**src/rtl/decoder_serializer.sv**
```systemverilog
// Wide-to-narrow serializer: one 2*no_of_units-element word out as two half-word beats,
// lower half first, with valid/ready on both sides, flush abort and a completed-word counter.
module decoder_serializer #(
  parameter int no_of_units   = 4,
  parameter int element_width = 32,
  parameter int COUNT_W       = 16
) (
  input  logic                                 clk,
  input  logic                                 rst_n,
  input  logic [2*element_width*no_of_units-1:0] in_data,
  input  logic                                 in_valid,
  output logic                                 in_ready,
  output logic [element_width*no_of_units-1:0] out_data,
  output logic                                 out_sel,
  output logic                                 out_valid,
  input  logic                                 out_ready,
  input  logic                                 flush,
  output logic                                 busy,
  output logic [COUNT_W-1:0]                   word_count
);

  localparam int NW = element_width * no_of_units;

  localparam logic [1:0] IDLE = 2'd0;
  localparam logic [1:0] LO   = 2'd1;
  localparam logic [1:0] HI   = 2'd2;

  logic [1:0]      state;
  logic [1:0]      state_nxt;
  logic [2*NW-1:0] hold;
  logic            accept;

  // A new word can land in the same cycle the upper half leaves, so HI & out_ready opens the input.
  assign in_ready = !flush && ((state == IDLE) || ((state == HI) && out_ready));
  assign accept   = in_valid && in_ready;

  always_comb begin
    state_nxt = state;
    if (flush) begin
      state_nxt = IDLE;
    end else begin
      case (state)
        IDLE: if (accept) state_nxt = LO;
        LO:   if (out_ready) state_nxt = HI;
        HI:   if (out_ready) state_nxt = accept ? LO : IDLE;
        default: state_nxt = IDLE;
      endcase
    end
  end

  always_ff @(posedge clk or negedge rst_n) begin
    if (!rst_n) begin
      state      <= IDLE;
      hold       <= '0;
      word_count <= '0;
    end else begin
      state <= state_nxt;
      if (accept) hold <= in_data;
      if (!flush && (state == HI) && out_ready) word_count <= word_count + COUNT_W'(1);
    end
  end

  // Outputs decode from registered state and hold only; no input reaches them combinationally.
  always_comb begin
    out_data = '0;
    case (state)
      LO:      out_data = hold[NW-1:0];
      HI:      out_data = hold[2*NW-1:NW];
      default: out_data = '0;
    endcase
  end

  assign out_valid = (state != IDLE);
  assign out_sel   = (state == HI);
  assign busy      = (state != IDLE);

endmodule

```
**config.mk**
```make
export PLATFORM = sky130hd
export DESIGN_NAME = decoder_serializer
export DESIGN_NICKNAME = d
export VERILOG_FILES = /design/src/rtl/decoder_serializer.sv
export SDC_FILE = /design/constraint.sdc
export NUM_CORES = 1
export LEC_CHECK = 0
export ABC_CLOCK_PERIOD_IN_PS = 2500
export BUFFER_PORTS_ARGS = -buffer_cell sky130_fd_sc_hd__buf_2
export CAP_MARGIN = 5
export CELL_PAD_IN_SITES_DETAIL_PLACEMENT = 0
export CELL_PAD_IN_SITES_GLOBAL_PLACEMENT = 2
export CORE_AREA = 3 3 197 199
export CTS_BUF_LIST = sky130_fd_sc_hd__clkbuf_2
export DETAILED_ROUTE_END_ITERATION = 8
export DIE_AREA = 0 0 200 202
export GPL_TIMING_DRIVEN = 0
export HOLD_SLACK_MARGIN = 0.05
export PLACE_DENSITY = 0.82
export SLEW_MARGIN = 20
export SYNTH_ARGS = -nofsm -noshare
export SYNTH_HDL_FRONTEND = slang
export SYNTH_SLANG_ARGS = --single-unit
export TNS_END_PERCENT = 10
```
**constraint.sdc**
```tcl
create_clock -name clk -period 2.5 [get_ports clk]
set_clock_uncertainty 0.15 [all_clocks]
set_input_delay 0.375 -clock clk [delete_from_list [all_inputs] [get_ports clk]]
set_output_delay 0.375 -clock clk [all_outputs]
set_load 0.01 [all_outputs]
```
==> flow_summary.yaml, run 1 <==
outcome:
  run_status: "stopped before the end"
  toolErrorMsg: "[ERROR RSZ-0060] Max buffer count reached."
  stop_stage: "4_1_cts"
floorplan:
  initial_core_util_pct: 35.7
  dieWidth_um: 200
  io_pins: 409
  row_count: 71
  fp.dieH_um: 202
synthesis:
  syn_nets: 1187
  yosysSeqAreaShare_pct: 51.4
  synthDominantCellAreaShare_pct: 51.4
  synth.area.top_cells: "dfrtp_1 51%, mux2_4 27%, a22oi_1 7.2%"
  synth.distinct_cells: 33
  synth_top_area_cell: "dfrtp_1"
  syn_avg_cell_area_um2: 14.5
  netlist_top_cells_count: "274 x dfrtp_1, 240 x mux2_4, 128 x a22oi_1, 128 x nor2b_1, 38 x clkbuf_1"
  synth.most_common_cell: "dfrtp_1"
  synth_edf_count: 0
  syn_inst: 920
  async_flop_share_pct: 100
  ys.flop_type: "dfrtp_1"
  yosys_register_bits: 274
  yosysWarnings: 0
  synth_area_um2: 13300
cts:
  cts.hold.buffers_added: 397
  clock-sinks: 274
  htreeDepth: 3
  ctsLongestPathBuffers: 3
  cts_buffers: 77
  cts_resized: 152
  cts_setup_buffers: 4
  cts_root_buffer: "clkbuf_2"
placement:
  routabilityCongestion: 0.791
  dpl.cell_count: 1842
  port_buffers: 408
  dpl.hpwl_um: 29500
==> per-stage QoR <==
step / setup TNS, ns / worst slack (ns) / cell area (um^2)
2_1_floorplan: 0 / 0.234 / 13300
3_3_place_gp: -1268.07 / -4.44 / 16000
3_5_place_dp: -65.21 / -0.901 / 16100
==> kinds of logic after synthesis <==
group | Yosys count | share of synthesized area [%]
xor gates and xnor gates | 15 | 0.985
muxes | 257 | 28.5
AOI/OAI and AO/OA | 134 | 7.52
adders and majority gates | 6 | 0.563
and+or+nand+nor | 158 | 7.35
buffers and inverters | 76 | 3.72
DFF | 274 | 51.4
==> run 2: changes to the inputs <==
==> config.mk (replaced) <==
export PLATFORM = sky130hd
export DESIGN_NAME = decoder_serializer
export DESIGN_NICKNAME = d
export VERILOG_FILES = /design/src/rtl/decoder_serializer.sv
export SDC_FILE = /design/constraint.sdc
export NUM_CORES = 1
export LEC_CHECK = 0
export ABC_CLOCK_PERIOD_IN_PS = 2500
export BUFFER_PORTS_ARGS = -buffer_cell sky130_fd_sc_hd__buf_2
export CAP_MARGIN = 5
export CORE_AREA = 3 3 200 202
export DETAILED_ROUTE_END_ITERATION = 8
export DIE_AREA = 0 0 203 205
export GPL_TIMING_DRIVEN = 0
export PLACE_DENSITY_LB_ADDON = 0.15
export SLEW_MARGIN = 20
export SYNTH_ARGS = -nofsm -noshare
export SYNTH_HDL_FRONTEND = slang
export SYNTH_SLANG_ARGS = --single-unit
export TNS_END_PERCENT = 10
==> flow_summary.yaml, run 2 <==
outcome:
  run_status: "finished with violations"
  violations: "setup timing"
final_layout:
  nFillCells: 3220
  final_nets: 1921
  area_growth_pct: 61.4
  mostFrequentLayoutCells: "395 x buf_2, 273 x dfrtp_1, 258 x dlygate4sd3_1"
  final_core_util_pct: 56.0
  drive_gt1_share_pct: 55.8
  largest-register: "hold"
  largestRegisters: "hold x256, word_count x16, state x2"
  fin_area_um2: 21500
  largest_reg_flops: 256
  final_common_cell: "buf_2"
placement:
  post-place-ws_ns: -0.898
  port_buffers: 408
  routabilityCongestion: 0.775
  place_area_um2: 16100
  dpl.hpwl_um: 29300
min_path:
  hold_end: "word_count[0]"
  holdPathStages: 3
  hp-start: "out_ready"
  min_path_type: "in2reg"
global_route:
  grt_remaining_overflow: 0
  track_usage_pct: 21.4
  grt_pass1_vias: 11300
  grt_max_degree: 90
  antenna_found_initial: 4
  grt_pass1_wl_um: 69000
routing:
  dr_wl_met2_um: 22200
  wire_per_inst_um: 20.8
  top_layer: "met4"
  drcViolationCount: 0
  vias_per_cell: 4.69
  ant_nets: 0
  dr.pass1.iters: 4
  wl_met1_um: 20000
  drt_iter0_drc: 376
  vias: 10300
  dr_wl_met3_um: 2680
  wl_um: 45700
sta:
  rsz0062_at_grt: "true"
  hold_viol: 0
  max_freq_mhz: 379
  maxSlewViolCount: 0
  max_slew_margin_pct: 66.7
  holdWs_ns: 0.0593
  fin_crit_sh_pct: 105
  final-setup-viol-count: 117
  worst_slack_ns: -0.135
  fin_crit_ns: 2.64
  tightestPinTransition_ns: 0.499
floorplan:
  row_count: 72
  io_pins: 409
  dieArea_um2: 41600
  core-area_um2: 38500
  initial_core_util_pct: 34.7
  dieWidth_um: 203
  fp.dieH_um: 205
setup_path:
  critPathMaxStageDelay_ns: 0.45
  cpLargestDelayFamily: "buffers and inverters"
  worst_ep_arrival_time_ns: 2.11
  worstSetupEndpointType: "primary output"
  crit_chain: "inv_4 > ha_4 > clkbuf_16 > clkbuf_16 > a22oi_2 > nor2b_1 > buf_2"
  critPathKind: "reg2out"
  cpMostUsedCell: "clkbuf_16"
  r2r-end: "hold[1]"
  r2r_cells: 9
  critPathMaxFanout: 6
  crit_required_ns: 1.98
  crit_path_top_delay_cell: "dfrtp_2"
  crit_buf_inv: 4
  r2r_start: "state[0]"
  r2r_setup_slack_ns: 0.15
  startpoint_type: "flop"
pwr:
  ir_worst_vdd_uv: 640
  power_switching_w: 0.00818
  p_sw_share_pct: 32.5
  clockPowerShare_pct: 19.8
  p_per_area_nw_per_um2: 1170
  combPwrFrac_pct: 47.9
  seq_power_share_pct: 32.2
  leakagePower_nw: 10.4
  internal_power_w: 0.0170
synthesis:
  netlist_top_cells_count: "274 x dfrtp_1, 240 x mux2_4, 128 x a22oi_1, 128 x nor2b_1, 38 x clkbuf_1"
  yosysWarnings: 0
  synth_top_area_cell: "dfrtp_1"
  synth.distinct_cells: 33
  yosys_register_bits: 274
  synthDominantCellAreaShare_pct: 51.4
  ys.flop_type: "dfrtp_1"
  yosysSeqAreaShare_pct: 51.4
  synth_edf_count: 0
  syn_avg_cell_area_um2: 14.5
  syn_inst: 920
  syn_nets: 1187
  async_flop_share_pct: 100
  synth.area.top_cells: "dfrtp_1 51%, mux2_4 27%, a22oi_1 7.2%"
  synth_area_um2: 13300
  synth.most_common_cell: "dfrtp_1"
cts:
  cts_root_buffer: "clkbuf_16"
  clk_latency_ns: 0.53
  ctsLongestPathBuffers: 3
  clock-sinks: 274
  cts_buffers: 35
  path_clk_slew_ns: 0.06
  htreeDepth: 2
  cts_tree: "yes"
run:
  maxCapViolCount: 0
[run 2: cell counts after synthesis]
No cell type changed its count.
[run 2: layout make-up]
type,instances,area [um^2],share of cell area [%]
flip-flops and latches,274,6860,31.9
multi-input cells,570,6500,30.2
repair buffers,697,5180,24.1
plain buffers,72,1170,5.43
clock buffers,49,1030,4.79
well taps,518,648,3.01
clock inverters,13,105,0.488
inverters,4,17.5,0.0814
diodes,4,10.0,0.0465
[run 2: worst min-delay path: cells and delay by family]
kind,cells,cell delay [ns]
XOR/XNOR,1,0.07
buffers and inverters,1,0.14
AND/OR/NAND/NOR,1,0.12
[run 2: per-layer routing]
metal | vias to the layer above | track usage (%)
li1 | 4783 | -
met4 | 0 | 5.47
met5 | - | 0
met2 | 308 | 35.8
met3 | 52 | 4.74
met1 | 5184 | 28.2
[run 2: stage by stage]
step	total power [W]	TNS (ns)	cells
2_1_floorplan	0.0141	0	920
3_3_place_gp	0.0169	-1328.09	1846
3_5_place_dp	0.0170	-72.56	1849
4_1_cts	0.0242	-15.74	2184
5_1_grt	0.0266	-19.60	2200
6_report	0.0252	-7.49	2201
[run 2: how the worst max path moves through the flow]
stage / slack [ns] / cells past startpoint / end / start
after floorplan: 0.23 / 7 / out_data[100] / state[0]
after global placement: -4.64 / 1 / hold[100] / rst_n
after detailed placement: -0.90 / 7 / out_data[31] / state[1]
after CTS: -0.18 / 7 / out_data[109] / state[1]
after global routing: -0.23 / 7 / out_data[2] / state[1]
final: -0.14 / 7 / out_data[2] / state[1]
[run 2: repair_timing]
item | in CTS | in global routing
hold buffers | 258 | 0
cloned | 7 | 9
pin swaps | 1 | 5
gates resized for setup | 197 | 114
endpoints found under the setup margin | 128 | 128
setup buffers | 8 | 4
hold endpoints to repair | 312 | 0
[run 2: power by group through the flow]
stage          Sequential [W]  Combinational, W  Clock [W]
2_1_floorplan         0.00753           0.00656          0
6_report              0.00812            0.0121    0.00500
3_3_place_gp          0.00785           0.00901          0
3_5_place_dp          0.00787           0.00911          0
4_1_cts               0.00792            0.0112    0.00515
5_1_grt               0.00840            0.0128    0.00534
[run 2: logic make-up after synthesis]
kind of cell	count (synthesis)	share of synthesized area [%]
flip-flops	274	51.4
XOR/XNOR	15	0.985
adder cells (fa/ha/maj)	6	0.563
AND/OR/NAND/NOR	158	7.35
buffers and inverters	76	3.72
multiplexers	257	28.5
AO/OA/AOI/OAI	134	7.52
No activity file was read; power rests on OpenSTA's default activity.
